`src/rtl/dbg_pkg.sv`:
```
// dbg_pkg: state encoding and command codes shared by the debug controller.
package dbg_pkg;
    typedef enum logic [2:0] {
        DBG_IDLE,
        DBG_LOAD,
        DBG_RUN,
        DBG_DUMP_REG,
        DBG_DUMP_MEM
    } dbg_state_e;
    localparam logic [1:0] DBG_CMD_LOAD = 2'd0;
    localparam logic [1:0] DBG_CMD_RUN  = 2'd1;
    localparam logic [1:0] DBG_CMD_DUMP = 2'd2;
    localparam logic [1:0] DBG_CMD_NOP  = 2'd3;
endpackage

```
`src/rtl/dbg_out_reg.sv`:
```
// dbg_out_reg: stall-holding dump output register; a word loads only while empty
// and is held until the sink takes it, giving one word per two cycles.
module dbg_out_reg #(
    parameter int W = 32
) (
    input  logic         clk,
    input  logic         rst,
    input  logic         load_i,
    input  logic [W-1:0] data_i,
    input  logic         last_i,
    input  logic         ready_i,
    output logic         valid_o,
    output logic [W-1:0] data_o,
    output logic         last_o
);
    logic         valid_q, valid_d, last_q, last_d;
    logic [W-1:0] data_q, data_d;
    always_comb begin
        valid_d = valid_q;
        last_d  = last_q;
        data_d  = data_q;
        if (valid_q && ready_i) begin
            valid_d = 1'b0;
        end else if (!valid_q && load_i) begin
            valid_d = 1'b1;
            data_d  = data_i;
            last_d  = last_i;
        end
    end
    always_ff @(posedge clk or posedge rst) begin
        if (rst) begin
            valid_q <= 1'b0;
            last_q  <= 1'b0;
            data_q  <= '0;
        end else begin
            valid_q <= valid_d;
            last_q  <= last_d;
            data_q  <= data_d;
        end
    end
    assign valid_o = valid_q;
    assign data_o  = data_q;
    assign last_o  = valid_q & last_q;
endmodule

```
`src/rtl/dbg_ctrl.sv`:
```
// dbg_ctrl: debug controller for the RV32I core (imem load, bounded run, state dump).
// Define DBG_MEM_DUMP_EN to append a data-memory window to the register dump.
module dbg_ctrl
    import dbg_pkg::*;
#(
    parameter int XLEN       = 32,
    parameter int NREG       = 32,
    parameter int IMEM_AW    = 8,
    parameter int DUMP_WORDS = 8
) (
    input  logic               clk,
    input  logic               rst,
    input  logic               cmd_valid,
    output logic               cmd_ready,
    input  logic [1:0]         cmd_op,
    input  logic [XLEN-1:0]    cmd_arg,
    input  logic               load_valid,
    output logic               load_ready,
    input  logic [XLEN-1:0]    load_data,
    output logic               imem_we,
    output logic [IMEM_AW-1:0] imem_addr,
    output logic [XLEN-1:0]    imem_wdata,
    output logic               cpu_halt,
    output logic [4:0]         reg_raddr,
    input  logic [XLEN-1:0]    reg_rdata,
    output logic [31:0]        dmem_raddr,
    input  logic [XLEN-1:0]    dmem_rdata,
    output logic               dump_valid,
    input  logic               dump_ready,
    output logic [XLEN-1:0]    dump_data,
    output logic               dump_last,
    output logic               busy
);
    dbg_state_e         state_q, state_d, reg_next;
    logic [XLEN-1:0]    cnt_q, cnt_d, pres_data;
    logic [IMEM_AW-1:0] addr_q, addr_d;
    logic               hs, pres, pres_last, reg_last;
    // cnt_q is the remaining count in LOAD/RUN and the word index while dumping
    assign hs         = dump_valid & dump_ready;
    assign cmd_ready  = state_q == DBG_IDLE;
    assign busy       = !cmd_ready;
    assign load_ready = state_q == DBG_LOAD && cnt_q != '0;
    assign imem_we    = load_valid & load_ready;
    assign imem_addr  = addr_q;
    assign imem_wdata = imem_we ? load_data : '0;
    assign cpu_halt   = !(state_q == DBG_RUN && cnt_q != '0);
    assign reg_raddr  = state_q == DBG_DUMP_REG ? 5'(cnt_q) : '0;
    assign reg_last   = cnt_q == XLEN'(NREG - 1);
    assign pres       = (state_q == DBG_DUMP_REG || state_q == DBG_DUMP_MEM) && !dump_valid;
`ifdef DBG_MEM_DUMP_EN
    logic mem_last;
    assign mem_last   = cnt_q == XLEN'(DUMP_WORDS - 1);
    assign reg_next   = DBG_DUMP_MEM;
    assign dmem_raddr = state_q == DBG_DUMP_MEM ? 32'(cnt_q) << 2 : '0;
    assign pres_data  = state_q == DBG_DUMP_MEM ? dmem_rdata : reg_rdata;
    assign pres_last  = state_q == DBG_DUMP_MEM && mem_last;
`else
    logic unused_dmem;
    assign unused_dmem = ^dmem_rdata;
    assign reg_next    = DBG_IDLE;
    assign dmem_raddr  = '0;
    assign pres_data   = reg_rdata;
    assign pres_last   = reg_last;
`endif
    always_comb begin
        state_d = state_q;
        cnt_d   = cnt_q;
        addr_d  = addr_q;
        case (state_q)
            DBG_IDLE: if (cmd_valid) begin
                cnt_d   = cmd_op == DBG_CMD_DUMP ? '0 : cmd_arg;
                addr_d  = cmd_op == DBG_CMD_LOAD ? '0 : addr_q;
                state_d = cmd_op == DBG_CMD_LOAD ? DBG_LOAD :
                          cmd_op == DBG_CMD_RUN  ? DBG_RUN  :
                          cmd_op == DBG_CMD_DUMP ? DBG_DUMP_REG : DBG_IDLE;
            end
            DBG_LOAD: begin
                cnt_d   = imem_we ? cnt_q - XLEN'(1) : cnt_q;
                addr_d  = imem_we ? addr_q + IMEM_AW'(1) : addr_q;
                state_d = cnt_q == '0 || (imem_we && cnt_q == XLEN'(1)) ? DBG_IDLE : state_q;
            end
            DBG_RUN: begin
                cnt_d   = cnt_q == '0 ? '0 : cnt_q - XLEN'(1);
                state_d = cnt_q <= XLEN'(1) ? DBG_IDLE : state_q;
            end
            DBG_DUMP_REG: if (hs) begin
                cnt_d   = reg_last ? '0 : cnt_q + XLEN'(1);
                state_d = reg_last ? reg_next : state_q;
            end
`ifdef DBG_MEM_DUMP_EN
            DBG_DUMP_MEM: if (hs) begin
                cnt_d   = cnt_q + XLEN'(1);
                state_d = mem_last ? DBG_IDLE : state_q;
            end
`endif
            default: state_d = DBG_IDLE;
        endcase
    end
    always_ff @(posedge clk or posedge rst) begin
        if (rst) begin
            state_q <= DBG_IDLE;
            cnt_q   <= '0;
            addr_q  <= '0;
        end else begin
            state_q <= state_d;
            cnt_q   <= cnt_d;
            addr_q  <= addr_d;
        end
    end
    dbg_out_reg #(.W(XLEN)) u_out (
        .clk     (clk),
        .rst     (rst),
        .load_i  (pres),
        .data_i  (pres_data),
        .last_i  (pres_last),
        .ready_i (dump_ready),
        .valid_o (dump_valid),
        .data_o  (dump_data),
        .last_o  (dump_last)
    );
endmodule

```
`config.mk`:
```
export PLATFORM = sky130hd
export DESIGN_NAME = dbg_ctrl
export DESIGN_NICKNAME = d
export VERILOG_FILES = /design/src/rtl/dbg_pkg.sv /design/src/rtl/dbg_out_reg.sv /design/src/rtl/dbg_ctrl.sv
export SDC_FILE = /design/constraint.sdc
export NUM_CORES = 1
export LEC_CHECK = 0
export CAP_MARGIN = 20
export CORE_MARGIN = 2
export CORE_UTILIZATION = 46
export CTS_BUF_LIST = sky130_fd_sc_hd__clkbuf_16
export CTS_CLUSTER_DIAMETER = 200
export DETAILED_ROUTE_END_ITERATION = 10
export GPL_ROUTABILITY_DRIVEN = 0
export PLACE_DENSITY = 0.86
export SYNTH_ARGS = -nofsm -noshare
export SYNTH_HDL_FRONTEND = slang
export SYNTH_SLANG_ARGS = --single-unit
```
`constraint.sdc`:
```
create_clock -name clk -period 6.85 [get_ports clk]
set_input_delay 2.055 -clock clk [delete_from_list [all_inputs] [get_ports clk]]
set_output_delay 2.055 -clock clk [all_outputs]
set_load 0.02 [all_outputs]
```
==> impl_metrics.json <==
{
  "synth_top_area_share": 0.348,
  "htree_levels": 3,
  "worstSkewPairLatency_ps": 340,
  "drt-total-wl_mm": 16.5,
  "layout_common_cells": "clkdlybuf4s50_1 (186), dfrtp_1 (76), nor2_1 (51), nand2_1 (49)",
  "path_clk_slew_ps": 60,
  "dp.final_hpwl_mm": 12.0,
  "cp_top_family": "buffers and inverters",
  "overflow": 0,
  "crit_required_ps": 4800,
  "ant_nets": 0,
  "synth_area_leaders": "dfrtp_1 (35%), mux2_2 (6.8%), buf_4 (4.9%)",
  "start_kind": "primary input",
  "synthToLayoutAreaGrowth_pct": 37.3,
  "leakage_nw": 2.97,
  "cts_resized": 0,
  "post_drt_wl_per_cell_um": 17.9,
  "slew_headroom": 0.308,
  "peakVddDrop_mv": 0.234,
  "drt_iter0_markers": 397,
  "vias": 5426,
  "rsz0062_at_grt": "false",
  "synthArstFlopShare": 1.00,
  "clockRootBuffer": "clkbuf_16",
  "setup_viol": 0,
  "ys.flop_type": "dfrtp_1",
  "timing.setup.tns_ps": 0,
  "ys_warn_count": 0,
  "cts_tree": "yes",
  "cap_viol_max_count": 0,
  "worst_pin_slew_ps": 1030,
  "cp.arrival_ps": 3800,
  "total_power_mw": 3.03,
  "yosysTopAreaCell": "dfrtp_1",
  "clock_sinks": 76,
  "fin_skew_ps": 6.01,
  "ios": 251,
  "ys_ff_latch": 76,
  "rows": 39,
  "postCtsSetupBuffers": 0,
  "clockBufferDepth": 2,
  "place_ws_ps": 998,
  "path_buf_inv": 2,
  "outcome": "complete, but fails checks",
  "finalHoldViolCount": 0,
  "drive_gt1_frac": 0.102,
  "fmax_mhz": 171,
  "power_density_nw_per_um2": 403,
  "final_util": 0.652,
  "holdCritPathClass": "reg2reg",
  "end_kind": "output port",
  "finalWorstPathRequiredPeriod_ps": 5860,
  "diodes": 0,
  "antenna_found_initial": 0,
  "synth_cells": 621,
  "period_share": 0.855,
  "crit_type": "in2out",
  "synth-edff-count": 0,
  "worst_slack_ps": 990,
  "hold_buffers": 0,
  "violations": "DRC",
  "track_usage": 0.256,
  "max_stage_delay_ps": 610,
  "die-area_um2": 12800,
  "initial_utilization": 0.475,
  "final_common_cell": "clkdlybuf4s50_1",
  "crit_chain": "clkdlybuf4s50_1 > o311a_4 > and2_1 > clkdlybuf4s50_1",
  "synth.avg_cell_area_um2": 8.81,
  "port_buffers": 186,
  "cts_buffers": 9,
  "crit_slowest_cell": "clkdlybuf4s50_1",
  "grt_pass1_vias": 5433,
  "ys_seq_area_frac": 0.348,
  "nets": 921,
  "grt_pass1_wl_mm": 26.4,
  "die_w_um": 113,
  "die_h_um": 113,
  "dr.pass1.iters": 8,
  "synthDistinctLibCells": 71,
  "vias_per_cell": 5.86,
  "critPathMaxFanout": 40,
  "holdWs_ps": 482,
  "grt_start_max_net_pins": 77,
  "synth_area_um2": 5470,
  "design.core.area_um2": 11500,
  "drcViolationCount": 9,
  "final_max_slew_viol_count": 0,
  "crit_path_frequent_cell": "clkdlybuf4s50_1"
}
-- registers in the layout, summed over array words and instances (netlist names) --
| register | cells |
|---|---|
| u_out.last_q | 1 |
| state_q | 2 |
| imem_addr | 8 |
| cnt_q | 32 |
| u_out.valid_o | 1 |
| u_out.data_o | 32 |
-- cells in the mapped netlist (5+ instances only) --
| library cell | count |
|---|---|
| a21oi_1 | 24 |
| or3_1 | 9 |
| nor4_1 | 6 |
| o31ai_1 | 5 |
| and3_1 | 10 |
| nor3_1 | 21 |
| a31oi_1 | 7 |
| xnor2_1 | 10 |
| dfrtp_1 | 76 |
| buf_4 | 36 |
| and2_1 | 37 |
| nand2_1 | 49 |
| o22ai_1 | 5 |
| buf_2 | 12 |
| mux2_2 | 33 |
| a22o_1 | 7 |
| ha_1 | 8 |
| xor2_1 | 12 |
| nand3_1 | 16 |
| a211oi_1 | 5 |
| nor2_1 | 51 |
| clkbuf_1 | 25 |
| nand4_1 | 14 |
| o21ai_0 | 37 |
| a221oi_1 | 7 |
| buf_6 | 5 |
| o21ai_1 | 8 |
| inv_1 | 16 |
-- stage by stage --
step                      std cells  area (um^2)
after global routing            926         7510
after floorplan                 652         5590
final                           926         7510
after global placement          909         7200
after CTS                       925         7480
after detailed placement        909         7200
-- cell families after synthesis --
family | Yosys count | share of synthesized area
AO/OA/AOI/OAI | 141 | 0.179
XOR/XNOR | 22 | 0.0352
adder cells (fa/ha/maj) | 8 | 0.0183
buffers and inverters | 94 | 0.0988
flip-flops | 76 | 0.348
multiplexers | 33 | 0.0679
other | 1 | 0.000686
AND/OR/NAND/NOR | 246 | 0.252
-- worst min-delay path, stage by stage, from the launching register on --
cell and delay [ps]:
dfrtp_1 340, nand2_1 50, o31ai_1 50
-- layout make-up --
cell class	instances	area (um^2)
sequential	76	1900
tap	143	179
clock buffer	9	225
clock inverter	7	52.6
multi-input combinational	482	3150
fill	877	4010
inverter	16	60.1
timing repair buffer	193	1930
-- metal layers --
| layer | global-route usage | routed length (um) | share of wire | up-vias |
|---|---|---|---|---|
| met3 | 0.0477 | 1420 | 0.086 | 58 |
| met2 | 0.437 | 8250 | 0.50 | 347 |
| met5 | 0 | 0 | 0 | - |
| met1 | 0.306 | 6250 | 0.38 | 2530 |
| met4 | 0.137 | 606 | 0.037 | 0 |
| li1 | - | - | - | 2491 |
-- power breakdown --
part	switching (mW)	internal (mW)	total, mW
Sequential	0.286	0.650	0.936
Combinational	0.904	0.733	1.64
Clock	0.205	0.247	0.452
Total	1.39	1.63	3.03
-- final timing paths --
path                                          start                           end  slack [ps]  cells after the start
min                        u_out.last_q$_DFFE_PP0P_      u_out.last_q$_DFFE_PP0P_         480                      2
min reg2reg                u_out.last_q$_DFFE_PP0P_      u_out.last_q$_DFFE_PP0P_         480                      2
min in group asynchronous                       rst  u_out.data_o[20]$_DFFE_PP0P_        2030                      3
max                                      load_valid                imem_wdata[23]         990                      4
max in group asynchronous                       rst         cnt_q[17]$_DFFE_PP0P_        4250                      4
max reg2reg                   cnt_q[26]$_DFFE_PP0P_         cnt_q[31]$_DFFE_PP0P_        3470                      8
(Power assumes the default switching activity.)
